--- config.mk ---
export PLATFORM = sky130hd
export DESIGN_NAME = elastic_pipe_reg
export DESIGN_NICKNAME = d
export VERILOG_FILES = /design/src/rtl/elastic_pipe_reg.sv
export SDC_FILE = /design/constraint.sdc
export NUM_CORES = 1
export LEC_CHECK = 0
export CAP_MARGIN = 20
export CORE_MARGIN = 2
export CORE_UTILIZATION = 40
export DETAILED_ROUTE_END_ITERATION = 10
export PLACE_DENSITY_LB_ADDON = 0.1
export SLEW_MARGIN = 10
export SYNTH_ARGS = -nofsm -noshare
export SYNTH_HDL_FRONTEND = slang
export SYNTH_SLANG_ARGS = --single-unit
--- constraint.sdc ---
create_clock -name clk -period 33.6 [get_ports clk]
set_input_delay 5.04 -clock clk [delete_from_list [all_inputs] [get_ports clk]]
set_output_delay 5.04 -clock clk [all_outputs]
set_load 0.02 [all_outputs]
--- src/rtl/elastic_pipe_reg.sv ---
// Elastic inter-stage pipeline register: DEPTH-entry circular buffer with valid/ready
// handshake, synchronous flush, bubble payload when empty and a saturating stall counter.
module elastic_pipe_reg #(
  parameter int               WIDTH  = 256,
  parameter int               DEPTH  = 2,
  parameter logic [WIDTH-1:0] BUBBLE = '0,
  parameter int               CNT_W  = 16
) (
  input  logic                       clk,
  input  logic                       rst,
  input  logic                       flush,
  input  logic                       in_valid,
  output logic                       in_ready,
  input  logic [WIDTH-1:0]           in_data,
  output logic                       out_valid,
  input  logic                       out_ready,
  output logic [WIDTH-1:0]           out_data,
  output logic [$clog2(DEPTH+1)-1:0] count,
  output logic [CNT_W-1:0]           stall_cnt
);

  localparam int             CW       = $clog2(DEPTH + 1);
  localparam int             PW       = (DEPTH > 1) ? $clog2(DEPTH) : 1;
  localparam logic [CW-1:0]  DEPTH_C  = CW'(DEPTH);
  localparam logic [PW-1:0]  LAST_PTR = PW'(DEPTH - 1);

  logic [WIDTH-1:0] r_mem [DEPTH];
  logic [PW-1:0]    r_head;
  logic [PW-1:0]    r_tail;
  logic [CW-1:0]    r_count;
  logic [CNT_W-1:0] r_stall;
  logic             w_push;
  logic             w_pop;

  // Handshake flags come only from the occupancy register, never from the other side.
  assign in_ready  = (r_count < DEPTH_C);
  assign out_valid = (r_count != '0);
  assign w_push    = in_valid && in_ready;
  assign w_pop     = out_valid && out_ready;
  assign out_data  = out_valid ? r_mem[r_head] : BUBBLE;
  assign count     = r_count;
  assign stall_cnt = r_stall;

  function automatic logic [PW-1:0] f_next(input logic [PW-1:0] p);
    return (p == LAST_PTR) ? '0 : p + PW'(1);
  endfunction

  always_ff @(posedge clk) begin
    if (rst || flush) begin
      r_head  <= '0;
      r_tail  <= '0;
      r_count <= '0;
    end else begin
      if (w_push) r_tail <= f_next(r_tail);
      if (w_pop)  r_head <= f_next(r_head);
      case ({w_push, w_pop})
        2'b10:   r_count <= r_count + CW'(1);
        2'b01:   r_count <= r_count - CW'(1);
        default: r_count <= r_count;
      endcase
    end
  end

  always_ff @(posedge clk) begin
    if (!rst && !flush && w_push) r_mem[r_tail] <= in_data;
  end

  // Stall accounting survives flush; only reset clears it.
  always_ff @(posedge clk) begin
    if (rst) begin
      r_stall <= '0;
    end else if (out_valid && !out_ready && (r_stall != '1)) begin
      r_stall <= r_stall + CNT_W'(1);
    end
  end

endmodule

* Word-level counts from Yosys, hierarchy flattened
Memory sizes are Yosys's and may differ from the RTL's. A register that Yosys moved wholly into a read port is not among the register bits.
Index checks and enable logic that the tools add are counted.
** Word-level totals
- Bits in registers :: 20
- Bits in latches :: 0
- RAM bits :: 512
- Bits in read-only memories :: 0
- Output and inout port bits :: 276
- Word-level logic and storage cells :: 34
- Memories kept :: 1
** Memories
- r_mem :: words 2, bits a word 256, read ports 1, clocked after memory_dff 1, wr ports 1, line 27 : logic [WIDTH-1:0] r_mem [DEPTH];
** Cells by class
- Add/subtract/negate cells :: 5
- $mul :: 0
- Divide/modulo/power cells :: 0
- Order comparisons :: 1
- Eq/ne operators :: 3
- Shift-type cells :: 0
- Multiplexer cells :: 8
- Bitwise operators :: 0
- Reductions and logical operators :: 12
** Operators by type and width (count)
- two-way mux 256 bit :: 1
- adder 16 x 1 -> 16 bit, second input constant :: 1
- != test 16 bit, second input constant :: 1
- logical AND 1 bit :: 6
- two-way mux 1 bit :: 6
- case mux 2 bit (2 select lines) :: 1
- nonzero test 2 bit :: 2
- logical NOT 1 bit :: 3
- adder 1 bit, second input constant :: 2
- adder 2 x 1 -> 2 bit, second input constant :: 1
- equality test 2 x 1 -> 1 bit, second input constant :: 1
- equality test 2 bit, second input constant :: 1
- < comparator 2 bit, second input constant :: 1
- subtractor 2 x 1 -> 2 bit, second input constant :: 1
- logical OR 1 bit :: 1

* Logic depth before layout (Yosys ltp)
Gate-level depths: netlist of the first run.
- Word-level depth :: 5
- Depth in mapped cells :: 8
- Gate-level depth less buffers :: 8

* Worst setup path after synthesis of the first run
OpenSTA, ideal clock, no wires.
- Path type :: input port to flip-flop
- From :: in in_valid
- To :: mem r_mem[1][0] (enable)
- Arrival :: 31.229 ns
- Required time :: 32.017 ns
- Setup slack :: 0.788 ns
- Stages on the path :: 3
- Cell sequence :: nor2b_1 > inv_1 > nor4b_1
** Between the ends
- Word-level cells in the longest chain between the ends :: 4
** Ends and longest elaborated chain
- start, declared :: line 12 : input logic in_valid,
- logical AND 1 bit :: line 38 : assign w_push = in_valid && in_ready;
- logical AND 1 bit :: line 65 : if (!rst && !flush && w_push) r_mem[r_tail] <= in_data;
- two-way mux 1 bit :: line 65
- two-way mux 1 bit (implied by the code) :: line 65
- end, declared :: line 27
Every way passes these cells.

==> metrics, run 1 <==
outcome=finished clean; Max VDD drop=0.0000462 V; Iter 0 DRT Violations=786; DR pass1 iterations=5; actual slew at the worst max-slew pin=1.17 ns; Die H=228 um; GRT Resource Usage Total=between 10% and 20%; Final Hold Vio Count=0; remaining global-route overflow=0; Setup Skew=between 0.01 and 0.015 ns; post-cts sizing count=0; Leakage=between 8 and 9 nW; fmax=around 110 MHz; drt total wl=52800 um; port bufs=536; Seq pwr share=51.0%; initial antenna violation count=18; vias in the first global route=12190; CP Capture Type=primary output; EDFF count, synth=512; critical path depth=4; WHS Path Cells=2; reg2reg path depth=5; first-pass GRT wire length=76600 um; RD Place Congestion=between 0.8 and 0.9; Cell Pwr Density=around 52 mW/mm^2; Worst path max stage delay=1.06 ns; Fin Setup TNS=0 ns; Final Cycle Share=26.6%; Worst-Skew Late Latency=0.58 ns; Seq/Total Area, Yosys=78.5%; post-DR vias/cell=4.84; # Post-CTS Setup Buffers=0; mean post-synth cell area=roughly 17 um^2; worst path cell trace=buf_12 > mux2i_1 > nor2_1 > clkdlybuf4s50_1; Pwr Total=1.46 mW; clock tree buffer depth=3; critical path's top delay family=buffers and inverters; ys async rst share=0%; Num CTS Buffers=56; Die X=228 um; slowest stage cell, crit path=dfxtp_4; relative slew slack=22.0%; combinational group share of total power=9.5%; clk sinks=533; min cycle time layout=8.93 ns; cts hold-fix bufs=0; RSZ-0062 raised after global routing=no; largest net degree at the start of global routing=134; CP Buf/Inv Count=2; Synth Flop Type=edfxtp_1; Final Setup Violations=0; Synthesized Nets=between 1000 and 1500; Internal=1.15 mW; layout cells sized above 1=5.63%; critical setup path kind=reg2out; CTS tree=built; nets=roughly 2000; Worst Hold Class=reg2reg; post-DP HPWL=~36000 um; synth cell count leaders=edfxtp_1, nor2_1, mux2i_1, clkbuf_1, buf_1; Switching Fraction=21.5%; Synth Register Bits=533; Final Max Slew Viols=0; routed via count=11979; final antenna-violating net count=0; Area Overhead vs Synth=39.6%; Cells after Synth=1198; die area=0.0521 mm^2; num rows=82; DRC violations left=0; core area=0.0500 mm^2; CP arrival=3.89 ns; Post-Syn Area=0.0201 mm^2; Psw=0.315 mW; Clk pwr share=39.5%; Synth top area share=between 70% and 80%; io pins=537; peak fanout along the critical path=133; startpoint types=register; Synth Warn #=0; CP required=28.56 ns; Initial Utilization=a little over 40%; area leader, netlist=edfxtp_1; # H-tree levels=2; DR WL/cell=21.4 um; Cell variety after synth=34; Clock Pin Slew Worst Setup and Hold Paths=~0.06 ns; main area contributors after synthesis=edfxtp_1, mux2i_1, nor2_1, dfxtp_1, clkbuf_1; total of max-cap violations=0; CTS Root Cell=clkbuf_16; most common cell in the synthesized netlist=edfxtp_1
[worst register-to-register path: stages, from the launching register on]
cell	delay [ns]
dfxtp_1	0.39
nor2b_1	0.24
inv_1	0.13
nor4b_2	0.28
buf_4	0.83
buf_4	0.81
[power by group through the flow]
stage               Sequential [mW]  Combinational [mW]  Clock (mW)
floorplan                     0.771              0.0565           0
global placement              0.760               0.138           0
detailed placement            0.761               0.140           0
CTS                           0.747               0.141       0.594
global route                  0.747               0.148       0.622
finish                        0.747               0.139       0.579
[layer usage]
| metal | global-route usage [%] | routed length [um] |
|---|---|---|
| met2 | 32.4 | 25900 |
| met1 | 24.1 | 21200 |
| met5 | 0 | 100 |
| met3 | 7.17 | 4520 |
| met4 | 6.45 | 1180 |
[cell usage in the layout (no fill, tap or decap), types with 2 or more instances in the layout]
master           instances
clkbuf_8                 2
nor3_1                   7
nand2_1                  4
nor2_1                 261
xnor2_1                  4
mux2i_1                257
o21ai_0                  6
clkbuf_1                22
nor4_1                   2
clkbuf_16               57
nor2b_1                  2
clkinv_1                 6
diode_2                  8
ha_1                     2
a21oi_1                 12
inv_1                    5
xor2_1                   2
or4_1                    5
buf_16                   4
dfxtp_1                 20
clkinvlp_4               2
clkinv_2                 8
bufinv_16                3
nand4_1                  4
and3_1                   2
clkdlybuf4s50_1        536
edfxtp_1               512
or3_1                    6
buf_4                   13
o31ai_1                  5
nand3_1                  6
[logic make-up (layout without fill, tap and decap cells)]
family / count (synthesis) / count (layout) / share of synthesized area [%]
xor+xnor: 6 / 6 / 0.261
mux: 258 / 258 / 12.8
buf+inv: 65 / 660 / 1.23
compound gates: 27 / 27 / 0.808
other cells: 0 / 8 / 0
simple gates: 307 / 307 / 6.27
flops: 533 / 533 / 78.5
fa+ha+maj: 2 / 2 / 0.124
[sequential cells by signal (all words and copies together), names as in the netlist, named ones only]
signal,count
r_tail,1
stall_cnt,16
count,2
r_mem,512
r_head,1
[per-stage QoR]
step	hold slack [ns]	util [%]	area [um^2]	instances	setup slack, ns
floorplan	0.520	-	20100	1198	0.788
global placement	0.496	52.5	26300	2360	25.18
detailed placement	0.501	52.6	26300	2361	25.21
CTS	0.513	56.0	28000	2461	24.54
global route	0.527	56.2	28100	2471	24.48
finish	0.505	56.2	28100	2473	24.67
[cell type report]
class | instances | area [um^2]
fill | 4088 | 21900
sequential | 533 | 15800
timing repair buffer | 555 | 5600
multi-input combinational | 600 | 4110
clock buffer | 81 | 1540
tap | 672 | 841
clock inverter | 19 | 168
antenna | 8 | 20.0
inverter | 5 | 18.8
[worst paths after layout]
kind | start | end | slack (ns)
worst max-delay path | register | out_data[47] | 24.67
worst min-delay path | stall_cnt[15] | stall_cnt[15] | 0.50
worst max register to register | count[1] | r_mem[1][138] | 30.50
worst min register to register | stall_cnt[15] | stall_cnt[15] | 0.50
Power figures use the tool's default switching activity.
==> run 2, diff against run 1 <==
Clock period 33.6 ns to 9.25 ns, I/O delays scaled along.
==> run 2 against run 1 <==
Against the previous run: setup slack worse by 21 ns; total power increased to 3.6 times the previous value; clock power grew to 3.6 times the previous value; flip-flop and latch count is the same; critical endpoint is now out_data[96].
==> metrics, run 2 (synthesis results as in run 1) <==
outcome=finished clean; largest net degree at the start of global routing=141 (+5.2%); io pins=537 (unchanged); RSZ-0062 raised after global routing=no; Num CTS Buffers=56 (unchanged); CP required=7.86 ns (-20.70 ns); initial antenna violation count=15 (-3); vias in the first global route=12338 (+1.2%); CP arrival=3.79 ns (-0.10 ns); Die X=228 um (unchanged); DR WL/cell=20.9 um (-2.2%); first-pass GRT wire length=76000 um (-0.81%); layout cells sized above 1=5.44% (-0.19 points); dpl ws=4.61 ns (-20.60 ns); remaining global-route overflow=0 (unchanged); GRT Resource Usage Total=19.3% (-0.33 points); DRC violations left=0 (unchanged); Worst path max stage delay=0.85 ns (-0.21 ns); Fin Setup TNS=0 ns (unchanged); Hold Path Sink=stall_cnt[14]; fmax=193 MHz; Initial Utilization=40.3% (unchanged); Filler cells=4055 (-0.81%); Final Cycle Share=55.9%; post-cts sizing count=0 (unchanged); routed via count=11980 (+0.0083%); Final Hold Vio Count=0 (unchanged); CTS tree=built; Largest register FFs=512 (unchanged); R2R Setup Slk=6.16 ns (-24.34 ns); Worst-Skew Late Latency=0.59 ns (about the same); actual slew at the worst max-slew pin=1.01 ns (-0.162 ns); Area Overhead vs Synth=39.2%; worst path cell trace=nor2_4 > buf_4 > buf_4 > nor2_1 > clkdlybuf4s50_1; RD Place Congestion=0.791 (-1.8%); leading cell type in the layout, fill and taps excluded=clkdlybuf4s50_1; Cell Pwr Density=188 mW/mm^2 (+260%); cts hold-fix bufs=0 (unchanged); Hold Slack=0.514 ns (+0.00934 ns); Biggest register=r_mem; reg2reg start=count[1]; post-DP HPWL=33900 um (-5.9%); die area=0.0521 mm^2 (unchanged); core area=0.0500 mm^2 (unchanged); Layout Utilization=56.1% (-0.15 points); drt total wl=51400 um (-2.7%); DR pass1 iterations=4 (-1); clock tree buffer depth=3 (unchanged); Leakage=8.75 nW (-0.42%); min cycle time layout=approximately 5.2 ns; nets=2009 (-0.25%); final antenna-violating net count=0 (unchanged); CP Capture Type=primary output; Setup Skew=0.0214 ns (+0.00800 ns); clk sinks=533 (unchanged); post-layout worst setup margin=4.08 ns (-20.59 ns); # H-tree levels=2 (unchanged); WHS Path Cells=2 (unchanged); Die H=228 um (unchanged); # Post-CTS Setup Buffers=0 (unchanged); peak fanout along the critical path=83 (-38%); Hold Path Origin=stall_cnt[14]; highest-count cells in the layout ignoring fill and taps=clkdlybuf4s50_1, edfxtp_1, nor2_1; port bufs=536 (unchanged); critical setup path kind=reg2out; Max VDD drop=0.000151 V (+230%); Final Setup Violations=0 (unchanged); Final Max Slew Viols=0 (unchanged); Iter 0 DRT Violations=772 (-1.8%); Worst Hold Class=reg2reg; Clock Pin Slew Worst Setup and Hold Paths=0.06 ns (about the same); num rows=82 (unchanged); slowest stage cell, crit path=buf_4; r2r endpoint=r_mem[1][97]; reg2reg path depth=5 (unchanged); total of max-cap violations=0 (unchanged); post-DR vias/cell=4.87 (+0.46%); relative slew slack=32.8% (+11 points); startpoint types=register; most frequent CP cell=buf_4; CTS Root Cell=clkbuf_16
[run 2: worst max-delay path by stage]
stage	start	endpoint
final	count[1]	out_data[96]
after global routing	count[1]	out_data[101]
after CTS	count[1]	out_data[101]
after detailed placement	count[1]	out_data[101]
after global placement	count[1]	out_data[101]
after floorplan	in_valid	r_mem[1][0]
[run 2: stage by stage]
step	std cells	area, um^2	total power [mW]
final	2462	28000	5.27
after global routing	2458	28000	5.46
after CTS	2452	28000	5.33
after detailed placement	2358	26300	3.27
after global placement	2358	26300	3.26
after floorplan	1198	20200	2.98
[run 2: area by class of cell]
| class | instances | area, um^2 | share of cell area [%] |
|---|---|---|---|
| Antenna cell | 8 | 20.0 | 0.0715 |
| Clock buffer | 79 | 1570 | 5.60 |
| Clock inverter | 15 | 91.3 | 0.326 |
| Inverter | 5 | 18.8 | 0.0670 |
| Multi-Input combinational cell | 600 | 4140 | 14.8 |
| Sequential cell | 533 | 15800 | 56.4 |
| Tap cell | 672 | 841 | 3.00 |
| Timing Repair Buffer | 550 | 5540 | 19.8 |
[run 2: power breakdown]
group | switching (mW) | internal (mW)
logic | 0.257 | 0.247
clock network | 0.868 | 1.19
registers | 0.0127 | 2.70
[run 2: metal layers]
layer | part of all wire (%) | up-vias | GRT usage [%]
li1 | - | 5592 | -
met1 | 40 | 5887 | 23.7
met2 | 49 | 397 | 32.1
met3 | 8.2 | 86 | 7.06
met4 | 2.4 | 18 | 5.80
met5 | 0.23 | - | 0
[run 2: worst max-delay path: cells and delay by family (launching register included)]
kind / cells / cell delay [ns]
DFF: 1 / 0.41
buffers and inverters: 3 / 2.23
and+or+nand+nor: 2 / 0.46
==> run 3, diff against run 2 <==
Clock period 9.25 ns to 5.05 ns, I/O delays scaled along.
==> run 3 against run 2 <==
Against the previous run: clock-buffer cell count shrank 10; largest cell class unchanged; sequential share of layout area shrank 0.083 points; clock power grew 77%; clock skew is essentially flat; cell area grew 0.15%; non-clock buffer count grew 5; via count shrank 0.77%; flip-flop and latch count is the same; total power grew 81%; critical path depth shrank 1; register-to-register slack lost 3.6 ns.
==> metrics, run 3 (synthesis results as in run 1) <==
CTS tree=built; leading cell type in the layout, fill and taps excluded=clkdlybuf4s50_1; layout cells sized above 1=5.70% (+0.26 points); post-DR vias/cell=4.82 (-1.0%); # Post-CTS Setup Buffers=0 (unchanged); largest net degree at the start of global routing=153 (+8.5%); first-pass GRT wire length=75700 um (-0.34%); post-DP HPWL=33800 um (-0.18%); # H-tree levels=2 (unchanged); Area Overhead vs Synth=39.4%; slowest stage cell, crit path=dfxtp_4; drt total wl=51100 um (-0.55%); area taken by multi-input logic gates=0.00414 mm^2 (unchanged); total of max-cap violations=0 (unchanged); Finished Layout Cells=2468 (+0.24%); num rows=82 (unchanged); min cycle time layout=roughly 3.8 ns; GRT Resource Usage Total=19.1% (-0.21 points); DR WL/cell=20.7 um (-0.80%); CP required=4.29 ns (-3.57 ns); cts hold-fix bufs=0 (unchanged); Leakage=8.78 nW (+0.27%); Pwr Total=9.54 mW (+81%); DRC violations left=0 (unchanged); CTS Root Cell=clkbuf_16; Clock Pin Slew Worst Setup and Hold Paths=0.06 ns (about the same); initial antenna violation count=10 (-5); Final Setup Violations=0 (unchanged); core area=0.0500 mm^2 (unchanged); Hold Slack=0.498 ns (-0.0163 ns); io pins=537 (unchanged); post-cts sizing count=0 (unchanged); Worst-Skew Late Latency=0.59 ns (about the same); vias in the first global route=12265 (-0.59%); Largest register FFs=512 (unchanged); remaining global-route overflow=0 (unchanged); nets=2013 (+0.20%); clk sinks=533 (unchanged); startpoint types=register; Register Area=0.0158 mm^2 (unchanged); highest-count cells in the layout ignoring fill and taps=clkdlybuf4s50_1, edfxtp_1, nor2_1; RD Place Congestion=0.804 (+1.6%); Worst Hold Class=reg2reg; worst path cell trace=buf_12 > mux2i_1 > nor2_1 > clkdlybuf4s50_1; RSZ-0062 raised after global routing=no; actual slew at the worst max-slew pin=0.950 ns (-0.0577 ns); CP arrival=3.02 ns (-0.77 ns); Layout Utilization=56.2% (+0.083 points); Worst path max stage delay=0.84 ns (about the same); port bufs=536 (unchanged); Filler cells=4000 (-1.4%); Final Cycle Share=roughly three quarters; Die H=228 um (unchanged); WHS Path Cells=2 (unchanged); reg2reg path depth=4 (-1); fmax=265 MHz; outcome=finished clean; DR pass1 iterations=5 (+1); die area=0.0521 mm^2 (unchanged); R2R Setup Slk=2.59 ns (-3.57 ns); Biggest register=r_mem; Iter 0 DRT Violations=682 (-12%); placed insts=2364 (+0.25%); relative slew slack=36.2% (+3.4 points); Max VDD drop=0.000281 V (+86%); Cell Pwr Density=340 mW/mm^2 (+81%); Final Max Slew Viols=0 (unchanged); peak fanout along the critical path=77 (-7.2%); Initial Utilization=40.3% (unchanged); clock tree buffer depth=3 (unchanged); critical setup path kind=reg2out; Die X=228 um (unchanged); CP Capture Type=primary output; Final Hold Vio Count=0 (unchanged); final antenna-violating net count=0 (unchanged); Num CTS Buffers=55 (-1.8%); routed via count=11888 (-0.77%); Setup Skew=0.0217 ns (+0.000218 ns)
[run 3: cell types whose count changed in the layout (fill, tap and decap cells not counted), sizes merged]
cell    previous run  this run
clkinv            14        27
clkbuf            80        70
buf               13        18
diode              8         6
bufinv             1         0
inv                5         6
[run 3: final timing paths]
check,start,to
max,register,out_data[87]
min,stall_cnt[15],stall_cnt[15]
max reg2reg,count[1],r_mem[1][12]
min reg2reg,stall_cnt[15],stall_cnt[15]
[run 3: worst max-delay path: cells and delay by family (launching register included)]
| kind | cells | cell delay, ns |
|---|---|---|
| mux | 1 | 0.16 |
| buf+inv | 2 | 1.17 |
| flops | 1 | 0.84 |
| simple gates | 1 | 0.18 |
[run 3: final cells by class]
class	count	area share, %
well taps	672	3.00
inverters	5	0.0669
clock buffers	69	5.20
multi-input cells	600	14.7
diodes	6	0.0535
flip-flops and latches	533	56.3
clock inverters	28	0.504
repair buffers	555	20.1
[run 3: power by group]
part           switching [mW]  internal [mW]  total (mW)
sequential             0.0260           4.94        4.97
clock                    1.61           2.03        3.64
combinational           0.476          0.457       0.933
[run 3: per-layer routing]
metal / share of wire, % / GRT usage (%)
met5: 0.096 / 0
met2: 50 / 32.3
met4: 2.3 / 6.09
met1: 38 / 22.7
met3: 8.8 / 7.16
[run 3: stage by stage]
stage	setup WS, ns	setup TNS, ns	area (um^2)
4_1_cts	1.19	0	28000
2_1_floorplan	-4.53	-2307.72	20200
5_1_grt	1.08	0	28100
3_5_place_dp	1.77	0	26400
3_3_place_gp	1.82	0	26400
6_report	1.27	0	28100
==> RTL edit 1 (config.mk and constraints of run 1) <==
The parameter `DEPTH` goes from 2 to 1.
--- a/src/rtl/elastic_pipe_reg.sv
+++ b/src/rtl/elastic_pipe_reg.sv
@@ -3,5 +3,5 @@
 module elastic_pipe_reg #(
   parameter int               WIDTH  = 256,
-  parameter int               DEPTH  = 2,
+  parameter int               DEPTH  = 1,
   parameter logic [WIDTH-1:0] BUBBLE = '0,
   parameter int               CNT_W  = 16
Ports: changed (resized count); port bits go from 537 to 536. No check against the original RTL was run, so the function may have changed too.
==> RTL edit 1 against run 1 <==
- count of clock-buffer cells in the layout fell by 35
- die area down 48%
- critical path depth unchanged
- setup slack better by 0.24 ns
- sequential cell count decreased by 260
- clock power is 49% lower
- sequential power is 48% lower
- first-iteration DRC count shrank 49%
- total power shrank 48%
- design area decreased by 40%
- wire length shrank 40%
- sequential share of layout area shrank 8.6 points
- area after synthesis down 49%
- highest routed layer unchanged
==> RTL edit 1: results (changes against run 1) <==
- IO buf count: 535 (was 536)
- H-tree Lvls: 1 (was 2)
- Fin nets: 1,444 (was 2,014)
- Top-area cell type share of the netlist area: 0.747 (was 0.764)
- Syn Nets: 904 (was 1,461)
- Max reg flops: 256 (was 512)
- Skew final: 0.0114 ns (was 0.0134 ns)
- Via/cell ratio: 4.65 (was 4.84)
- Maximum vdd drop: 0.0000393 V (was 0.0000462 V)
- Post-synthesis sequential area ratio: 0.780 (was 0.785)
- Largest net degree at the start of global routing: 122 (was 134)
- Worst Path Arrival: 3.65 ns (was 3.89 ns)
- # fillers: 1,873 (was 4,088)
- Most instantiated cells after synthesis: and2_1 (257), edfxtp_1 (256), clkbuf_1 (30) (was edfxtp_1 (512), nor2_1 (262), mux2i_1 (257))
- Number of flops mapped to enable cells by yosys: 256 (was 512)
- GRT Total Usage: 0.222 (was 0.197)
- Num CTS Buffers: 29 (was 56)
- Antenna violations before repair: 3 (was 18)
- Clock latency on the worst-skew pair: 0.53 ns (was 0.58 ns)
- Vias: 7,134 (was 12,000)
- Drt wl/cell: 20.6 um (was 21.4 um)
- Top cells by area, synth: edfxtp_1 (75%), and2_1 (16%), dfxtp_1 (3.3%), clkbuf_1 (1.1%), a21oi_1 (0.49%) (was edfxtp_1 (76%), mux2i_1 (13%), nor2_1 (4.9%), dfxtp_1 (2.1%), clkbuf_1 (0.60%))
- Post-Place Cells: 1,481 (was 2,361)
- GP Congestion: 0.848 (was 0.806)
- Largest fanout on the critical path: 121 (was 133)
- First-pass GRT wire length: 43.8 mm (was 76.6 mm)
- Static leakage: 5.78 nW (was 8.79 nW)
- Vias in the first global route: 6,917 (was 12,200)
- Cell variety after synth: 35 (was 34)
- Area taken by multi-input logic gates: 2130 um2 (was 4110 um2)
- Status: completed (unchanged)
- Pre-CTS setup slack: 25.36 ns (was 25.21 ns)
- Cells after Synth: 642 (was 1,198)
- Slew HR: 0.360 (was 0.220)
- Reg with most FFs: r_mem (unchanged)
- Final HPWL DP: 23.9 mm (was 36.0 mm)
- Drt initial violations: 398 (was 786)
- Share of cells above drive strength 1: 0.0416 (was 0.0563)
- Placed Area: 16,000 um2 (was 26,300 um2)
[RTL edit 1: cell count changes after synthesis, moves of 4 or more]
cell and change:
xnor2_1 -4, dfxtp_1 -4, nor3_1 -5, edfxtp_1 -256
mux2i_1 -256, and2_1 +256, buf_1 -25, nor2_1 -259
[RTL edit 1: cell type report]
class / instances / area share
Inverter: 6 / 0.00133
Timing Repair Buffer: 541 / 0.320
Clock inverter: 6 / 0.00171
Clock buffer: 46 / 0.0505
Sequential cell: 273 / 0.476
Tap cell: 330 / 0.0245
Antenna cell: 1 / 0.000148
Multi-Input combinational cell: 331 / 0.126
[RTL edit 1: path summary, 6_finish.rpt]
kind / startpoint / to / slack [ns] / cells past startpoint
max: count / out_data[203] / 24.91 / 4
min: stall_cnt[1] / stall_cnt[1] / 0.50 / 2
max reg2reg: count / r_mem[0][39] / 30.80 / 3
min reg2reg: stall_cnt[1] / stall_cnt[1] / 0.50 / 2
[RTL edit 1: per-layer routing]
metal  GRT usage  up-vias  part of all wire
met4      0.0834        4             0.035
li1            -     3363                 -
met1       0.227     3366              0.33
met5           0        -           0.00089
met2       0.405      334              0.53
met3      0.0879       67              0.11
[RTL edit 1: cell families after synthesis]
kind of cell,synth area share
compound gates,0.0187
fa+ha+maj,0.00121
buf+inv,0.0146
flops,0.780
mux,0.00243
simple gates,0.183
[RTL edit 1: critical path, stage by stage (launching register included)]
cell and delay, ns:
dfxtp_4 0.61, buf_4 0.66, buf_4 0.83, and2_1 0.24
clkdlybuf4s50_1 0.66
[RTL edit 1: where the power goes]
part | internal (mW) | leakage, nW | switching, mW
clock | 0.172 | 0.424 | 0.124
combinational | 0.0446 | 2.87 | 0.0303
sequential | 0.383 | 2.48 | 0.00245
==> RTL edit 2 (settings of run 1) <==
Without the edit above. Reset style: asynchronous (`rst`), changed in one clocked block.
--- a/src/rtl/elastic_pipe_reg.sv
+++ b/src/rtl/elastic_pipe_reg.sv
@@ -67,5 +67,5 @@
 
   // Stall accounting survives flush; only reset clears it.
-  always_ff @(posedge clk) begin
+  always_ff @(posedge clk or posedge rst) begin
     if (rst) begin
       r_stall <= '0;
Check against the original RTL: differs if rst is asserted again (counterexample within 4 cycles, from zero or initial values and one cycle with rst high); with rst held inactive, the same outputs for 4 cycles.
==> RTL edit 2 against run 1 <==
- sequential power grew 0.7%
- total power grew 0.16%
- non-clock buffer count down 3
- sequential cell count is the same
- setup slack got worse by 0.39 ns
- synthesized cell count is 1.8% lower
- area after synthesis increased by 0.47%
- cell count fell by 1.1%
- design area fell by 0.45%
- clock skew down 0.0024 ns
- wire length decreased by 2.8%
==> RTL edit 2: results (changes against run 1) <==
- Status: completed (unchanged)
- Comb pwr share: 0.103 (was 0.095)
- Synth Area in Adders: 0.00124 (about the same)
- CP max stage delay: 0.92 ns (was 1.06 ns)
- Slew @ Worst Pin: 1.10 ns (was 1.17 ns)
- Comb group: 151 uW (was 139 uW)
- H-tree Lvls: 2 (unchanged)
- Post-synthesis compound-gate area fraction: 0.00136 (was 0.00808)
- Fin nets: 1,990 (was 2,014)
- Via/cell ratio: 4.78 (was 4.84)
- Mux share of post-synthesis cell area: 0.127 (was 0.128)
- Placed Area: 26,300 um2 (about the same)
- Synth Area in XOR/XNOR: 0.00780 (was 0.00261)
- Post-Place Cells: 2,341 (was 2,361)
- GRT Total Usage: 0.192 (was 0.197)
- Most instantiated cells after synthesis: edfxtp_1 (512), nor2_1 (259), mux2i_1 (256) (was edfxtp_1 (512), nor2_1 (262), mux2i_1 (257))
- Drt initial violations: 559 (was 786)
- Final HPWL DP: 34.3 mm (was 36.0 mm)
- Antenna violations before repair: 15 (was 18)
- Switching share of power: 0.221 (was 0.215)
- Skew final: 0.0110 ns (was 0.0134 ns)
- Slowest-stage cell, CP: buf_4 (was dfxtp_4)
- Largest fanout on the critical path: 58 (was 133)
- Static leakage: 8.84 nW (was 8.79 nW)
- Ys async rst share: 0.0300 (was 0)
- Drt pass-1 iters: 4 (was 5)
- Share of cells above drive strength 1: 0.0555 (was 0.0563)
- Seq power: 752 uW (was 747 uW)
- Drt wl/cell: 21.0 um (was 21.4 um)
- Worst Path Arrival: 4.28 ns (was 3.89 ns)
- Largest net degree at the start of global routing: 82 (was 134)
- Top cells by area, synth: edfxtp_1 (76%), mux2i_1 (13%), nor2_1 (4.8%), dfrtp_1 (2.0%), buf_2 (1.3%) (was edfxtp_1 (76%), mux2i_1 (13%), nor2_1 (4.9%), dfxtp_1 (2.1%), clkbuf_1 (0.60%))
- # fillers: 4,187 (was 4,088)
- Final cell count without fillers: 2,445 (was 2,473)
- GP Congestion: 0.809 (was 0.806)
- Num CTS Buffers: 55 (was 56)
- Reg with most FFs: r_mem (unchanged)
- Vias in the first global route: 11,900 (was 12,200)
- Syn Nets: 1,439 (was 1,461)
- Post-synthesis sequential area ratio: 0.785 (about the same)
- Maximum vdd drop: 0.0000345 V (was 0.0000462 V)
- First-pass GRT wire length: 75.7 mm (was 76.6 mm)
- Syn avg cell area: 17.2 um2 (was 16.8 um2)
RTL edit 2: cell count changes in the layout (fill, tap and decap cells not counted), sizes merged, moves of 5 or more:
cell / run 1 / this run
a21oi: 12 / 2
xnor2: 4 / 14
o31ai: 5 / 0
or4: 6 / 1
clkbuf: 81 / 74
dfxtp: 21 / 5
or3: 6 / 1
dfrtp: 0 / 16
o21ai: 6 / 1
RTL edit 2: layer usage:
| layer | GRT usage | routed length, um |
|---|---|---|
| met4 | 0.0631 | 1240 |
| met1 | 0.237 | 20200 |
| met5 | 0 | 123 |
| met3 | 0.0672 | 4370 |
| met2 | 0.318 | 25400 |
RTL edit 2: layout make-up:
type	instances	area, um2	area share
sequential	533	15900	0.568
timing repair buffer	552	5510	0.197
multi-input combinational	580	4060	0.145
clock buffer	74	1490	0.0533
tap	672	841	0.0301
clock inverter	22	153	0.00546
inverter	5	18.8	0.000671
antenna	7	17.5	0.000626
RTL edit 2: worst paths after layout:
| path | start | end | slack [ns] | cells after the start |
|---|---|---|---|---|
| worst max-delay path | flip-flop | out_data[240] | 24.28 | 5 |
| max in group asynchronous | rst | stall_cnt[14] | 28.09 | 2 |
| worst min-delay path | stall_cnt[15] | stall_cnt[15] | 0.52 | 1 |
| worst max register to register | count[1] | r_mem[1][134] | 29.64 | 6 |
| min in group asynchronous | rst | stall_cnt[12] | 5.10 | 2 |
| worst min register to register | stall_cnt[15] | stall_cnt[15] | 0.52 | 1 |
RTL edit 2: worst reg2reg max path: cells and delay by family, from the launching register on:
family                 cells  cell delay [ns]
buffers and inverters      4             2.67
flip-flops                 1             0.40
AND/OR/NAND/NOR            2             0.46
